[config.mk]
export PLATFORM = sky130hd
export DESIGN_NAME = exe_stage_md
export DESIGN_NICKNAME = d
export VERILOG_FILES = /design/src/rtl/exe_pkg.sv /design/src/rtl/md_unit.sv /design/src/rtl/exe_stage_md.sv
export SDC_FILE = /design/constraint.sdc
export NUM_CORES = 1
export LEC_CHECK = 0
export BUFFER_PORTS_ARGS = -buffer_cell sky130_fd_sc_hd__buf_2
export CORE_MARGIN = 2
export CORE_UTILIZATION = 53
export CTS_BUF_LIST = sky130_fd_sc_hd__clkbuf_16
export CTS_CLUSTER_DIAMETER = 120
export DETAILED_ROUTE_END_ITERATION = 8
export PLACE_DENSITY_LB_ADDON = 0.05
export SYNTH_ARGS = -nofsm -noshare
export SYNTH_HDL_FRONTEND = slang
export SYNTH_SLANG_ARGS = --single-unit
[constraint.sdc]
create_clock -name clk -period 1.34 [get_ports clk]
set_input_delay 0 -clock clk [delete_from_list [all_inputs] [get_ports clk]]
set_output_delay 0 -clock clk [all_outputs]
set_load 0.1 [all_outputs]
[src/rtl/exe_pkg.sv]
// Shared types and constants for the execute stage and its mul/div unit.
package exe_pkg;

    typedef enum logic [2:0] {
        MdMul    = 3'd0,
        MdMulh   = 3'd1,
        MdMulhsu = 3'd2,
        MdMulhu  = 3'd3,
        MdDiv    = 3'd4,
        MdDivu   = 3'd5,
        MdRem    = 3'd6,
        MdRemu   = 3'd7
    } md_op_e;

    typedef enum logic [2:0] {
        BrNone = 3'd0,
        BrEq   = 3'd1,
        BrNe   = 3'd2,
        BrLt   = 3'd3,
        BrGe   = 3'd4,
        BrLtu  = 3'd5,
        BrGeu  = 3'd6,
        BrRsvd = 3'd7
    } br_type_e;

    typedef enum logic [1:0] {
        FwdRf    = 2'd0,
        FwdMemWb = 2'd1,
        FwdExMem = 2'd2,
        FwdRfAlt = 2'd3
    } fwd_sel_e;

    typedef enum logic [1:0] {
        MdIdle = 2'd0,
        MdBusy = 2'd1,
        MdDone = 2'd2
    } md_state_e;

    // Function codes of the pre-existing ALU.
    typedef enum logic [3:0] {
        AluAdd   = 4'd0,
        AluSub   = 4'd1,
        AluSll   = 4'd2,
        AluSlt   = 4'd3,
        AluSltu  = 4'd4,
        AluXor   = 4'd5,
        AluSrl   = 4'd6,
        AluSra   = 4'd7,
        AluOr    = 4'd8,
        AluAnd   = 4'd9,
        AluPassB = 4'd10
    } alu_op_e;

    // Control word loaded into EX/MEM for a bubble.
    localparam int unsigned CW_BUBBLE = 0;
    // JALR targets always have bit 0 cleared.
    localparam logic [63:0] JALR_MASK = ~64'd1;

endpackage

[src/rtl/md_unit.sv]
// Iterative RV32M multiply/divide: one bit per cycle, shift-add multiply and
// restoring divide on magnitudes, with sign fix-up applied to the final result.
// Only compiled when EXE_MULDIV_EN is defined.
`ifdef EXE_MULDIV_EN
module md_unit
    import exe_pkg::*;
#(
    parameter int unsigned XLEN = 32
) (
    input  logic            clk,
    input  logic            rst,
    input  logic            start,
    input  logic            abort,
    input  logic            ack,
    input  logic [2:0]      op,
    input  logic [XLEN-1:0] a,
    input  logic [XLEN-1:0] b,
    output logic            idle,
    output logic            busy,
    output logic            done,
    output logic [XLEN-1:0] res
);

    localparam int unsigned CNT_W = $clog2(XLEN + 1);
    localparam logic [CNT_W-1:0] LAST_ITER = CNT_W'(XLEN - 1);

    md_state_e       state_q, state_d;
    logic [CNT_W-1:0] cnt_q, cnt_d;
    logic [XLEN-1:0] acc_q, acc_d;    // product high half / partial remainder
    logic [XLEN-1:0] lo_q, lo_d;      // multiplier -> product low / dividend -> quotient
    logic [XLEN-1:0] opb_q, opb_d;    // multiplicand / divisor magnitude
    md_op_e          op_q, op_d;
    logic            negq_q, negq_d;  // negate product or quotient
    logic            negr_q, negr_d;  // negate remainder

    logic            a_signed, b_signed, a_neg, b_neg, b_zero;
    logic [XLEN-1:0] a_mag, b_mag;
    logic [XLEN:0]   mul_sum, rem_sh;
    logic [2*XLEN-1:0] prod, prod_fix;
    logic [XLEN-1:0] quo, rem;

    assign idle = (state_q == MdIdle);
    assign busy = (state_q == MdBusy);
    assign done = (state_q == MdDone);

    // Operand signs and magnitudes as seen at issue.
    always_comb begin
        a_signed = (op == MdMulh) || (op == MdMulhsu) || (op == MdDiv) || (op == MdRem);
        b_signed = (op == MdMulh) || (op == MdDiv) || (op == MdRem);
        a_neg    = a_signed & a[XLEN-1];
        b_neg    = b_signed & b[XLEN-1];
        a_mag    = a_neg ? -a : a;
        b_mag    = b_neg ? -b : b;
        b_zero   = (b == '0);
    end

    // FSM next state and one iteration of the datapath.
    always_comb begin
        state_d = state_q;
        cnt_d   = cnt_q;
        acc_d   = acc_q;
        lo_d    = lo_q;
        opb_d   = opb_q;
        op_d    = op_q;
        negq_d  = negq_q;
        negr_d  = negr_q;
        mul_sum = {1'b0, acc_q} + (lo_q[0] ? {1'b0, opb_q} : '0);
        rem_sh  = {acc_q, lo_q[XLEN-1]};
        unique case (state_q)
            MdIdle: begin
                if (start && !abort) begin
                    state_d = MdBusy;
                    cnt_d   = '0;
                    acc_d   = '0;
                    lo_d    = a_mag;
                    opb_d   = b_mag;
                    op_d    = md_op_e'(op);
                    // Divide by zero: the raw all-ones quotient must stay unsigned;
                    // the remainder naturally comes back as the dividend.
                    // min / -1 needs no special case: |min| / 1 = min after wrap.
                    negq_d  = (a_neg ^ b_neg) & ~(op[2] & b_zero);
                    negr_d  = a_neg;
                end
            end
            MdBusy: begin
                if (abort) begin
                    state_d = MdIdle;
                end else begin
                    if (op_q[2]) begin
                        if (rem_sh >= {1'b0, opb_q}) begin
                            acc_d = XLEN'(rem_sh - {1'b0, opb_q});
                            lo_d  = {lo_q[XLEN-2:0], 1'b1};
                        end else begin
                            acc_d = rem_sh[XLEN-1:0];
                            lo_d  = {lo_q[XLEN-2:0], 1'b0};
                        end
                    end else begin
                        acc_d = mul_sum[XLEN:1];
                        lo_d  = {mul_sum[0], lo_q[XLEN-1:1]};
                    end
                    if (cnt_q == LAST_ITER) begin
                        state_d = MdDone;
                    end else begin
                        cnt_d = cnt_q + 1'b1;
                    end
                end
            end
            MdDone: begin
                if (abort || ack) begin
                    state_d = MdIdle;
                end
            end
            default: state_d = MdIdle;
        endcase
    end

    // Final sign fix-up and result selection.
    always_comb begin
        prod     = {acc_q, lo_q};
        prod_fix = negq_q ? -prod : prod;
        quo      = negq_q ? -lo_q : lo_q;
        rem      = negr_q ? -acc_q : acc_q;
        unique case (op_q)
            MdMul:                     res = prod_fix[XLEN-1:0];
            MdMulh, MdMulhsu, MdMulhu: res = prod_fix[2*XLEN-1:XLEN];
            MdDiv, MdDivu:             res = quo;
            default:                   res = rem;
        endcase
    end

    // State registers; reset aborts any operation in flight.
    always_ff @(posedge clk or negedge rst) begin
        if (!rst) begin
            state_q <= MdIdle;
            cnt_q   <= '0;
            acc_q   <= '0;
            lo_q    <= '0;
            opb_q   <= '0;
            op_q    <= MdMul;
            negq_q  <= 1'b0;
            negr_q  <= 1'b0;
        end else begin
            state_q <= state_d;
            cnt_q   <= cnt_d;
            acc_q   <= acc_d;
            lo_q    <= lo_d;
            opb_q   <= opb_d;
            op_q    <= op_d;
            negq_q  <= negq_d;
            negr_q  <= negr_d;
        end
    end

endmodule
`endif

[src/rtl/exe_stage_md.sv]
// Execute stage: operand forwarding, ALU, branch/JALR resolution, registered
// redirect and the EX/MEM pipeline registers. Define EXE_MULDIV_EN to add the
// iterative RV32M unit, which stalls the front end while it works.
module exe_stage_md
    import exe_pkg::*;
#(
    parameter int unsigned XLEN     = 32,
    parameter int unsigned RD_W     = 5,
    parameter int unsigned CW_MEM_W = 7,
    parameter int unsigned ALU_OP_W = 4
) (
    input  logic                clk,
    input  logic                rst,
    input  logic                pipe_en,
    input  logic                flush,
    input  logic                in_valid,
    input  logic                op_a_sel,
    input  logic                op_b_sel,
    input  logic [ALU_OP_W-1:0] alu_op,
    input  logic                md_en,
    input  logic [2:0]          md_op,
    input  logic [2:0]          br_type,
    input  logic                jal,
    input  logic                jalr,
    input  logic [XLEN-1:0]     npc,
    input  logic [XLEN-1:0]     npc4,
    input  logic [XLEN-1:0]     r1,
    input  logic [XLEN-1:0]     r2,
    input  logic [XLEN-1:0]     imm,
    input  logic [1:0]          fwd_a,
    input  logic [1:0]          fwd_b,
    input  logic [XLEN-1:0]     memwb_val,
    input  logic [XLEN-1:0]     exmem_val,
    input  logic [RD_W-1:0]     rd_in,
    input  logic [CW_MEM_W-1:0] cw_mem_in,
    output logic                stall_o,
    output logic [XLEN-1:0]     alu_res,
    output logic [XLEN-1:0]     b_out,
    output logic [XLEN-1:0]     npc4_out,
    output logic [RD_W-1:0]     rd_out,
    output logic [CW_MEM_W-1:0] cw_mem,
    output logic                pc_sel,
    output logic [XLEN-1:0]     jpc
);

    localparam int unsigned SH_W = $clog2(XLEN);

    logic [XLEN-1:0] fa, fb, alu_a, alu_b, alu_out, target, ex_res;
    logic [SH_W-1:0] shamt;
    logic            eq, lt_s, lt_u, br_true, take, redirect;

    logic [XLEN-1:0]     alu_res_q, alu_res_d, b_out_q, b_out_d;
    logic [XLEN-1:0]     npc4_out_q, npc4_out_d, jpc_q, jpc_d;
    logic [RD_W-1:0]     rd_out_q, rd_out_d;
    logic [CW_MEM_W-1:0] cw_mem_q, cw_mem_d;
    logic                pc_sel_q, pc_sel_d;

    // Forwarding muxes; code 11 falls back to the register file.
    always_comb begin
        case (fwd_a)
            FwdMemWb: fa = memwb_val;
            FwdExMem: fa = exmem_val;
            default:  fa = r1;
        endcase
        case (fwd_b)
            FwdMemWb: fb = memwb_val;
            FwdExMem: fb = exmem_val;
            default:  fb = r2;
        endcase
    end

    // ALU.
    always_comb begin
        alu_a = op_a_sel ? fa : npc;
        alu_b = op_b_sel ? imm : fb;
        shamt = alu_b[SH_W-1:0];
        case (alu_op)
            AluSub:   alu_out = alu_a - alu_b;
            AluSll:   alu_out = alu_a << shamt;
            AluSlt:   alu_out = {{(XLEN-1){1'b0}}, $signed(alu_a) < $signed(alu_b)};
            AluSltu:  alu_out = {{(XLEN-1){1'b0}}, alu_a < alu_b};
            AluXor:   alu_out = alu_a ^ alu_b;
            AluSrl:   alu_out = alu_a >> shamt;
            AluSra:   alu_out = $signed(alu_a) >>> shamt;
            AluOr:    alu_out = alu_a | alu_b;
            AluAnd:   alu_out = alu_a & alu_b;
            AluPassB: alu_out = alu_b;
            default:  alu_out = alu_a + alu_b;
        endcase
    end

    // Branch condition and redirect target.
    always_comb begin
        eq   = (fa == fb);
        lt_s = $signed(fa) < $signed(fb);
        lt_u = fa < fb;
        case (br_type)
            BrEq:    br_true = eq;
            BrNe:    br_true = ~eq;
            BrLt:    br_true = lt_s;
            BrGe:    br_true = ~lt_s;
            BrLtu:   br_true = lt_u;
            BrGeu:   br_true = ~lt_u;
            default: br_true = 1'b0;
        endcase
        take   = in_valid & ~flush & (jal | jalr | br_true);
        target = jalr ? ((fa + imm) & JALR_MASK[XLEN-1:0]) : (npc + imm);
    end

`ifdef EXE_MULDIV_EN
    logic            md_start, md_idle, md_busy, md_done;
    logic [XLEN-1:0] md_res;

    assign md_start = in_valid & md_en & ~flush & md_idle;

    md_unit #(
        .XLEN(XLEN)
    ) u_md_unit (
        .clk  (clk),
        .rst  (rst),
        .start(md_start),
        .abort(flush),
        .ack  (pipe_en),
        .op   (md_op),
        .a    (fa),
        .b    (fb),
        .idle (md_idle),
        .busy (md_busy),
        .done (md_done),
        .res  (md_res)
    );

    assign stall_o  = md_start | md_busy;
    assign ex_res   = md_done ? md_res : alu_out;
    assign redirect = take & ~md_en;
`else
    logic unused_md;
    assign unused_md = md_en ^ (^md_op);
    assign stall_o   = 1'b0;
    assign ex_res    = alu_out;
    assign redirect  = take;
`endif

    // EX/MEM next state: hold, bubble, or the real instruction.
    always_comb begin
        alu_res_d  = alu_res_q;
        b_out_d    = b_out_q;
        npc4_out_d = npc4_out_q;
        jpc_d      = jpc_q;
        rd_out_d   = rd_out_q;
        cw_mem_d   = cw_mem_q;
        pc_sel_d   = pc_sel_q;
        if (pipe_en) begin
            alu_res_d  = ex_res;
            b_out_d    = fb;
            npc4_out_d = npc4;
            jpc_d      = target;
            if (stall_o || flush || !in_valid) begin
                cw_mem_d = CW_MEM_W'(CW_BUBBLE);
                rd_out_d = '0;
                pc_sel_d = 1'b0;
            end else begin
                cw_mem_d = cw_mem_in;
                rd_out_d = rd_in;
                pc_sel_d = redirect;
            end
        end
    end

    // EX/MEM registers.
    always_ff @(posedge clk or negedge rst) begin
        if (!rst) begin
            alu_res_q  <= '0;
            b_out_q    <= '0;
            npc4_out_q <= '0;
            jpc_q      <= '0;
            rd_out_q   <= '0;
            cw_mem_q   <= '0;
            pc_sel_q   <= 1'b0;
        end else begin
            alu_res_q  <= alu_res_d;
            b_out_q    <= b_out_d;
            npc4_out_q <= npc4_out_d;
            jpc_q      <= jpc_d;
            rd_out_q   <= rd_out_d;
            cw_mem_q   <= cw_mem_d;
            pc_sel_q   <= pc_sel_d;
        end
    end

    assign alu_res  = alu_res_q;
    assign b_out    = b_out_q;
    assign npc4_out = npc4_out_q;
    assign jpc      = jpc_q;
    assign rd_out   = rd_out_q;
    assign cw_mem   = cw_mem_q;
    assign pc_sel   = pc_sel_q;

endmodule

==> results of run 1 <==
kinds of logic after synthesis:
group | after synthesis
adder cells (fa/ha/maj) | 197
flip-flops | 141
AND/OR/NAND/NOR | 911
XOR/XNOR | 63
multiplexers | 194
other | 1
AO/OA/AOI/OAI | 969
buffers and inverters | 310
metal layers:
metal	GRT overflow	global-route usage
met4	365	1.03
met2	750	1.08
met1	21	0.897
met5	2	0.463
met3	16	0.801
metrics by stage:
stage,utilization,TNS (ns)
2_1_floorplan,-,-103.91
3_3_place_gp,0.782,-132.01
3_5_place_dp,0.782,-138.69
4_1_cts,0.884,-87.17
Yosys cell counts (all sizes together) (54+ instances only):
cell type	n
dfrtp	141
nor2b	58
buf	70
clkbuf	125
o21ai	196
mux2	54
a21oi	225
ha	193
mux2i	139
a211oi	57
inv	112
nand2	344
nor3	61
nor2	265
repair_timing:
action	in CTS
cloned	8
endpoints found under the hold margin	205
gates resized for setup	429
hold buffers	60
endpoints found under the setup margin	91
pin swaps	199
setup buffers	84
==> qor.txt, run 1 <==
outcome: stopped before the end
Failed at: 5_1_grt
Run Error: [ERROR GRT-0232] Routing congestion too high. Check the congestion heatmap in the GUI.
Seq/Total Area, Yosys: 0.171
number of port buffers: 396
post-synthesis simple-gate area fraction: 0.198
Post-Synth Adder-Cell Area: 0.121
CTS Buf Count: 17
Syn Nets: 3243
Primary FF master, synth: dfrtp_1
Syn Area/Cell: 7.41 um^2
post-synthesis mux area share: 0.0997
# rows: 72
GPL Wtd Cong: 1.15
Mapped Area: 20600 um^2
Post-Synth XOR/XNOR Area: 0.0267
Compound-Gate Fraction of Synth Area: 0.320
Die Y: 201 um
placed cells: 4419
Syn. warnings: 0
share of the synthesized area in the top cell type: 0.171
TritonCTS sink count: 141
Ports: 402
library cells used by synthesis: 99
Final HPWL DP: 88600 um
ys async rst share: 1.00
die span in x: 201 um
Area after DPL: 30100 um^2
GRT overflow: 1154
cell taking the most area after synthesis: dfrtp_1
Syn Inst Count: 2786
EDFF count, synth: 0
Root Driver: clkbuf_16
Initial Util: 0.535
Worst endpoint type: sequential cell input
GRT Total Usage: 0.932
Seq cells post-synth: 141
Placement Setup Slack: -2.66 ns
Area contributors post-synth: dfrtp_1 17%, ha_1 12%, mux2i_1 6.5%, nand2_1 6.3%, a21oi_1 5.5%
Crit. endpoint post-GRT repair: alu_res[27]$_DFFE_PN0P_/D
H-tree levels: 4
largest family of logic cells by synthesized area: compound AO/OA/AOI/OAI gates
largest net degree at the start of global routing: 66
Clock Tree Buf Depth: 2
==> run 2: changes to the inputs <==
--- a/config.mk
+++ b/config.mk
@@ -7,11 +7,9 @@
 export LEC_CHECK = 0
 export BUFFER_PORTS_ARGS = -buffer_cell sky130_fd_sc_hd__buf_2
 export CORE_MARGIN = 2
-export CORE_UTILIZATION = 53
-export CTS_BUF_LIST = sky130_fd_sc_hd__clkbuf_16
-export CTS_CLUSTER_DIAMETER = 120
+export CORE_UTILIZATION = 40
 export DETAILED_ROUTE_END_ITERATION = 8
-export PLACE_DENSITY_LB_ADDON = 0.05
+export PLACE_DENSITY_LB_ADDON = 0.15
 export SYNTH_ARGS = -nofsm -noshare
 export SYNTH_HDL_FRONTEND = slang
 export SYNTH_SLANG_ARGS = --single-unit
==> constraint.sdc (replaced) <==
create_clock -name clk -period 1.7 [get_ports clk]
set_input_delay 0 -clock clk [delete_from_list [all_inputs] [get_ports clk]]
set_output_delay 0 -clock clk [all_outputs]
set_load 0.1 [all_outputs]
==> run 2 against run 1 <==
Compared with the run above: the flow now finishes, with violations (setup timing); area after synthesis is the same; synthesized cell count is the same.
==> qor.txt, run 2 <==
routed wire length: 122000 um
layout cell share with drive strength beyond 1: 0.460
antenna violations before repair: 17
Seq/Total Area, Yosys: 0.171 (unchanged)
worst stage delay on the critical path: 0.46 ns
share of the synthesized area in the top cell type: 0.171 (unchanged)
starting DRC count in detailed routing: 3216
RSZ-0062 raised after global routing: true
commonest cells in the netlist: 344 x nand2_1, 265 x nor2_1, 225 x a21oi_1
core area: 51200 um^2
worst-case reg-to-reg path depth: 6
Cell Chain, Critical Path: buf_12 > ha_2 > buf_12 > a22o_4 > a222oi_1 > buf_4 > inv_4 > ha_4 > nand3_2 > a211o_1 > a2111oi_4 > o21bai_4 > and2_4 > o2bb2ai_4 > a221oi_2 > a21oi_1 > o32a_1
Root Driver: clkbuf_16
Worst EP required: 2.09 ns
CTS tree: built
Via density: 6.01
worst r2r dst: pc_sel$_DFFE_PN0P_
TritonCTS sink count: 141 (unchanged)
Die Y: 231 um (+15%)
crit path setup slack, layout: -1.55 ns
failing checks: setup timing
Primary FF master, synth: dfrtp_1
Worst slew margin: 0.494
number of port buffers: 396 (unchanged)
Syn. warnings: 0 (unchanged)
design area: 34700 um^2
Area contributors post-synth: dfrtp_1 17%, ha_1 12%, mux2i_1 6.5%, nand2_1 6.3%, a21oi_1 5.5%
Syn Area/Cell: 7.41 um^2 (unchanged)
Ports: 402 (unchanged)
Power Density: 850 nW/um^2
outcome: finished with violations
maxcap violations: 0
die span in x: 231 um (+15%)
Area Growth Syn to Fin: 68.3%
most common cell in the netlist: nand2_1
Mapped Area: 20600 um^2 (unchanged)
Slew Viols, Final: 0
cell taking the most area after synthesis: dfrtp_1
clk_lat worst skew: 0.53 ns
Levels on crit path: 17
GRT overflow: 0
Final Cycle Share: 1.91
Seq cells post-synth: 141 (unchanged)
CTS Buf Count: 17 (unchanged)
total power: 29.5 mW
Residual DRC: 0
largest net degree at the start of global routing: 92
CP bufs+invs: 4
worst reg2reg setup slack: 0.17 ns
first-pass GRT wire length: 177000 um
Area after DPL: 30400 um^2 (+1.0%)
Hold Crit Class: input pin to async pin
Clock Tree Buf Depth: 2 (unchanged)
CP Launch Type: input pin
Reg clk slew, reported paths: 0.08 ns
CP endpoint: alu_res[27]$_DFFE_PN0P_
Crit. Startpoint: fwd_a[0]
Crit path top cell by count: buf_12
Initial Util: 0.403 (-0.132)
Pleak: 16.6 nW
Worst EP arrival: 3.64 ns
ys async rst share: 1.00 (unchanged)
routed len/inst: 25.3 um
antenna viol nets, final: 0
Critical-path top delay cell: a222oi_1
GRT Total Usage: 0.441
number of global-route vias before repair: 28700
Peak Freq: 308 MHz
Syn Inst Count: 2786 (unchanged)
fin crit period: 3.25 ns
Syn Nets: 3243 (unchanged)
drt pass-1 iters: 6
WS Path Type: input pin to flip-flop
worst vdd ir: 0.774 mV
skew final: 0 ns
Crit. End Element: flip-flop
Vias: 29000
commonest non-fill, non-tap cells in the layout: 950 x buf_4, 390 x buf_2, 331 x nand2_1
Final HPWL DP: 94800 um (+7.0%)
final-report setup violation count: 63
CP top delay family: compound AO/OA/AOI/OAI gates
EDFF count, synth: 0 (unchanged)
Worst Tran Pin Value: 0.751 ns
Hold Fails Final Rpt: 0
library cells used by synthesis: 99 (unchanged)
GPL Wtd Cong: 1.09 (-5.5%)
H-tree levels: 4 (unchanged)
most common cell after layout, fill and taps aside: buf_4
RR Startpoint: pc_sel$_DFFE_PN0P_
# rows: 83 (+15%)
nets: 4573
die area: 53400 um^2
largest fanout on the critical path: 23
## run 2: worst min-delay path by stage
stage | depth (start not counted) | startpoint | end
floorplan | 0 | rst | alu_res[0]$_DFFE_PN0P_
global placement | 2 | rst | alu_res[7]$_DFFE_PN0P_
detailed placement | 2 | rst | alu_res[7]$_DFFE_PN0P_
CTS | 4 | r2[10] | b_out[10]$_DFFE_PN0P_
global route | 4 | npc[0] | jpc[0]$_DFFE_PN0P_
finish | 3 | rst | alu_res[7]$_DFFE_PN0P_
## run 2: metrics by stage
stage | setup TNS, ns | cells | setup slack (ns) | hold WS [ns] | utilization
finish | -72.70 | 4817 | -1.55 | 0.0401 | 0.679
global placement | -111.78 | 4603 | -2.38 | -0.0133 | 0.595
detailed placement | -114.26 | 4603 | -2.42 | -0.00614 | 0.595
floorplan | -80.87 | 2786 | -2.02 | -0.296 | -
global route | -77.13 | 4809 | -1.59 | 0.0336 | 0.678
CTS | -66.13 | 4783 | -1.46 | 0.000876 | 0.662
## run 2: power by group
| group | switching [mW] | internal (mW) | leakage (nW) |
|---|---|---|---|
| combinational | 12.9 | 8.09 | 14.6 |
| sequential | 0.425 | 3.88 | 1.69 |
| clock | 1.98 | 2.23 | 0.287 |
## run 2: per-layer routing
layer | track usage | part of all wire | vias up
li1 | - | - | 13000
met1 | 0.537 | 0.38 | 13700
met2 | 0.694 | 0.44 | 1746
met3 | 0.123 | 0.10 | 497
met4 | 0.261 | 0.075 | 24
met5 | 0 | 0.0012 | -
## run 2: area by class of cell
| class | count | area (um^2) |
|---|---|---|
| tap | 680 | 851 |
| antenna | 9 | 22.5 |
| inverter | 115 | 479 |
| timing repair buffer | 1506 | 11200 |
| clock buffer | 18 | 439 |
| clock inverter | 13 | 153 |
| multi-input combinational | 2335 | 18100 |
| fill | 4198 | 16500 |
| sequential | 141 | 3530 |
## run 2: cells by family (layout without fill, tap and decap cells)
kind of cell    Yosys count  in the layout  share of synthesized area
simple gates            911            911                      0.198
fa+ha+maj               197            197                      0.121
buf+inv                 310           1652                     0.0631
flops                   141            141                      0.171
compound gates          969            969                      0.320
other cells               1             10                   0.000182
xor+xnor                 63             63                     0.0267
mux                     194            194                     0.0997
## run 2: repair_timing
action | in CTS | in global routing
gates resized for setup | 330 | 127
setup endpoints to repair | 63 | 68
pin swaps | 187 | 85
gates cloned | 3 | 1
endpoints found under the hold margin | 205 | 0
buffers inserted | 71 | 26
hold buffers | 81 | 0
## run 2: worst reg2reg max path, cell delays in order (launching register included)
cell and delay [ns]:
dfrtp_1 0.40, nor2b_1 0.15, nor3_1 0.30, o21ai_1 0.14
a2111o_1 0.31, nand4_1 0.09, nor2_1 0.04
(Power assumes the default switching activity.)
==> run 3: changes to the inputs <==
--- a/config.mk
+++ b/config.mk
@@ -5,11 +5,13 @@
 export SDC_FILE = /design/constraint.sdc
 export NUM_CORES = 1
 export LEC_CHECK = 0
+export ABC_AREA = 1
 export BUFFER_PORTS_ARGS = -buffer_cell sky130_fd_sc_hd__buf_2
 export CORE_MARGIN = 2
 export CORE_UTILIZATION = 40
 export DETAILED_ROUTE_END_ITERATION = 8
 export PLACE_DENSITY_LB_ADDON = 0.15
+export SETUP_SLACK_MARGIN = 0.05
 export SYNTH_ARGS = -nofsm -noshare
 export SYNTH_HDL_FRONTEND = slang
 export SYNTH_SLANG_ARGS = --single-unit
==> run 3 against run 2 <==
Compared with the run above: critical endpoint is now alu_res[18]$_DFFE_PN0P_; die area grew 3.8%; total power grew 11%; highest routed layer unchanged; largest power group unchanged; count of clock-buffer cells in the layout shrank 1; largest cell class unchanged; worst hold slack lost 0.030 ns; setup slack gained 0.46 ns; wire length grew 13%; design area grew 7.6%; the flow still finishes with violations (setup timing); clock power shrank 1%.
==> qor.txt, run 3 <==
outcome: finished with violations
failing checks: setup timing
GR Layer Usage met1: 0.571 (+0.0334)
Seq/Total Area, Yosys: 0.165 (-0.00642)
GR Util met3: 0.0986 (-0.0242)
antenna viol nets, final: 0 (unchanged)
Levels on crit path: 21 (+4)
Initial Util: 0.406 (+0.00333)
Peak Freq: 358 MHz (+16%)
Pint: 15.0 mW (+5.7%)
CTS tree: built
Final Cycle Share: 1.64 (-0.268)
most common cell in the netlist: nand2_1
layout cell share with drive strength beyond 1: 0.441 (-0.0187)
TritonCTS sink count: 141 (unchanged)
worst reg2reg setup slack: 0.73 ns (+0.56 ns)
CTS Buf Count: 17 (unchanged)
largest family of logic cells by synthesized area: simple AND/OR/NAND/NOR gates
Slew Viols, Final: 0 (unchanged)
worst stage delay on the critical path: 0.28 ns (-0.18 ns)
Crit. End Element: flip-flop
Vias: 33000 (+14%)
number of port buffers: 396 (unchanged)
Critical-path top delay cell: ha_4
WHS: 0.0105 ns (-0.0297 ns)
Syn Nets: 4107 (+27%)
antenna violations before repair: 6 (-11)
Placement Setup Slack: -2.02 ns (+0.392 ns)
GRT overflow: 0 (unchanged)
post-synthesis simple-gate area fraction: 0.378 (+0.180)
Switching Fraction: 0.542 (+0.0232)
largest fanout on the critical path: 7 (-70%)
share of the synthesized area in the top cell type: 0.182 (+0.0106)
GPL Wtd Cong: 1.09 (-0.10%)
Worst Tran Pin Value: 0.636 ns (-0.115 ns)
worst r2r dst: alu_res[4]$_DFFE_PN0P_
Via density: 5.73 (-4.7%)
Final HPWL DP: 109000 um (+15%)
Crit. Startpoint: fwd_b[1]
Reg clk slew, reported paths: 0.08 ns (about the same)
Post-Synth Adder-Cell Area: 0.116 (-0.00454)
Syn Area/Cell: 5.88 um^2 (-21%)
Mapped Area: 21400 um^2 (+3.9%)
commonest cells in the netlist: 1037 x nand2_1, 476 x nand3_1, 376 x inv_1
Cell Chain, Critical Path: buf_8 > ha_4 > buf_12 > buf_4 > a221o_1 > o21ai_2 > nand2_2 > o21ai_4 > inv_2 > ha_4 > buf_4 > a21oi_4 > buf_4 > o21ai_1 > a21boi_4 > o21ai_4 > a21boi_4 > xor2_1 > o21ai_1 > o21bai_4 > nand2_1
post-route insts no fill: 5754 (+19%)
Post-Synth XOR/XNOR Area: 0.0110 (-0.0157)
fin crit period: 2.79 ns (-0.456 ns)
post-synthesis mux area share: 0 (-0.0997)
fin util: 0.708 (+0.0297)
CP bufs+invs: 6 (+2)
nets: 5507 (+20%)
Seq cells post-synth: 141 (unchanged)
GRT Total Usage: 0.476 (+0.0352)
Syn. warnings: 0 (unchanged)
number of global-route vias before repair: 31400 (+9.2%)
Root Driver: clkbuf_16
Die Y: 236 um (+1.9%)
CP top delay family: compound AO/OA/AOI/OAI gates
Worst EP arrival: 3.25 ns (-0.39 ns)
routed len/inst: 23.9 um (-5.6%)
ys async rst share: 1.00 (unchanged)
starting DRC count in detailed routing: 3810 (+18%)
drt pass-1 iters: 7 (+1)
M2 GR Usage: 0.735 (+0.0407)
Crit path top cell by count: buf_4
worst-case reg-to-reg path depth: 3 (-3)
clk_lat worst skew: 0.52 ns (about the same)
CP endpoint: alu_res[18]$_DFFE_PN0P_
largest net degree at the start of global routing: 82 (-11%)
Hold Fails Final Rpt: 0 (unchanged)
H-tree levels: 4 (unchanged)
routed wire length: 137000 um (+13%)
Worst slew margin: 0.576 (+0.0819)
Most Used Layer, Global Route: met2
Clock Tree Buf Depth: 2 (unchanged)
Worst EP required: 2.16 ns (+0.07 ns)
logic gate share of total power: 0.743 (+0.031)
RR Startpoint: alu_res[4]$_DFFE_PN0P_
Ports: 402 (unchanged)
Hold Crit Class: input pin to flip-flop
Primary FF master, synth: dfrtp_1
worst vdd ir: 0.858 mV (+11%)
# rows: 84 (+1.2%)
Residual DRC: 0 (unchanged)
library cells used by synthesis: 61 (-38%)
net switching power: 17.8 mW (+16%)
cell taking the most area after synthesis: nand2_1
commonest non-fill, non-tap cells in the layout: 983 x buf_4, 947 x nand2_1, 409 x nand3_1
Power Density: 877 nW/um^2 (+3.3%)
skew final: 0 ns (unchanged)
die area: 55500 um^2 (+3.8%)
crit path setup slack, layout: -1.09 ns (+0.456 ns)
first-pass GRT wire length: 196000 um (+11%)
final-report setup violation count: 62 (-1.6%)
core area: 52800 um^2 (+3.1%)
CP Launch Type: input pin
placed cells: 5560 (+21%)
Syn Inst Count: 3650 (+31%)
Area contributors post-synth: nand2_1 18%, dfrtp_1 16%, ha_1 11%, nand3_1 11%, inv_1 6.6%
clock power share: 0.127 (-0.016)
EDFF count, synth: 0 (unchanged)
most common cell after layout, fill and taps aside: buf_4
die span in x: 236 um (+1.9%)
WS Path Type: input pin to flip-flop
Flop pwr share: 0.130 (-0.016)
RSZ-0062 raised after global routing: true
Compound-Gate Fraction of Synth Area: 0.218 (-0.102)
hold depth: 4
Area Growth Syn to Fin: 74.2%
Pleak: 19.0 nW (+14%)
maxcap violations: 0 (unchanged)
[run 3: cells by family after synthesis]
group | count (synthesis)
XOR/XNOR | 27
AND/OR/NAND/NOR | 1910
other | 1
buffers and inverters | 568
adder cells (fa/ha/maj) | 197
AO/OA/AOI/OAI | 806
flip-flops | 141
[run 3: repair_timing]
action / in CTS / in global routing
hold buffers: 65 / 0
cloned: 7 / 0
gates resized for setup: 551 / 215
pin swaps: 189 / 138
hold endpoints to repair: 208 / 0
endpoints found under the setup margin: 62 / 63
buffers inserted: 67 / 28
[run 3: final cells by class]
class / count / area, um^2
fillers: 4612 / 15400
clock buffers: 17 / 425
diodes: 3 / 7.51
inverters: 396 / 1590
repair inverters: 3 / 40.0
well taps: 688 / 861
flip-flops and latches: 141 / 3530
clock inverters: 15 / 184
repair buffers: 1550 / 11700
multi-input cells: 2941 / 19000
[run 3: how the worst min path moves through the flow]
stage,from,end,slack [ns]
after floorplan,rst,alu_res[0]$_DFFE_PN0P_,-0.30
after global placement,rst,b_out[29]$_DFFE_PN0P_,0.003
after detailed placement,rst,b_out[29]$_DFFE_PN0P_,0.004
after CTS,r2[21],b_out[21]$_DFFE_PN0P_,0.008
after global routing,r2[19],b_out[19]$_DFFE_PN0P_,0.02
final,r2[19],b_out[19]$_DFFE_PN0P_,0.01
[run 3: worst min-delay path: cells and delay by family]
kind	cells	cell delay, ns
AO/OA/AOI/OAI	2	0.23
buffers and inverters	2	0.25
[run 3: per-stage QoR]
step           power, mW  TNS (ns)  area, um^2
4_1_cts             31.2    -45.03       36300
3_5_place_dp        24.7    -90.72       32200
5_1_grt             34.1    -57.48       37400
6_report            32.8    -50.97       37400
3_3_place_gp        24.6    -88.46       32200
2_1_floorplan       15.9    -42.90       22600
[run 3: layer usage]
layer	wire length (um)	up-vias	part of all wire
met5	40	-	0.00029
met4	14000	6	0.10
met3	13000	550	0.095
met2	58700	2034	0.43
met1	51600	15300	0.38
li1	-	15100	-
[run 3: power by group through the flow]
| stage | combinational, mW | sequential (mW) | clock [mW] |
|---|---|---|---|
| detailed placement | 20.4 | 4.27 | 0 |
| global route | 25.5 | 4.28 | 4.29 |
| CTS | 22.8 | 4.22 | 4.18 |
| floorplan | 7.98 | 7.95 | 0 |
| global placement | 20.4 | 4.27 | 0 |
| finish | 24.4 | 4.25 | 4.17 |
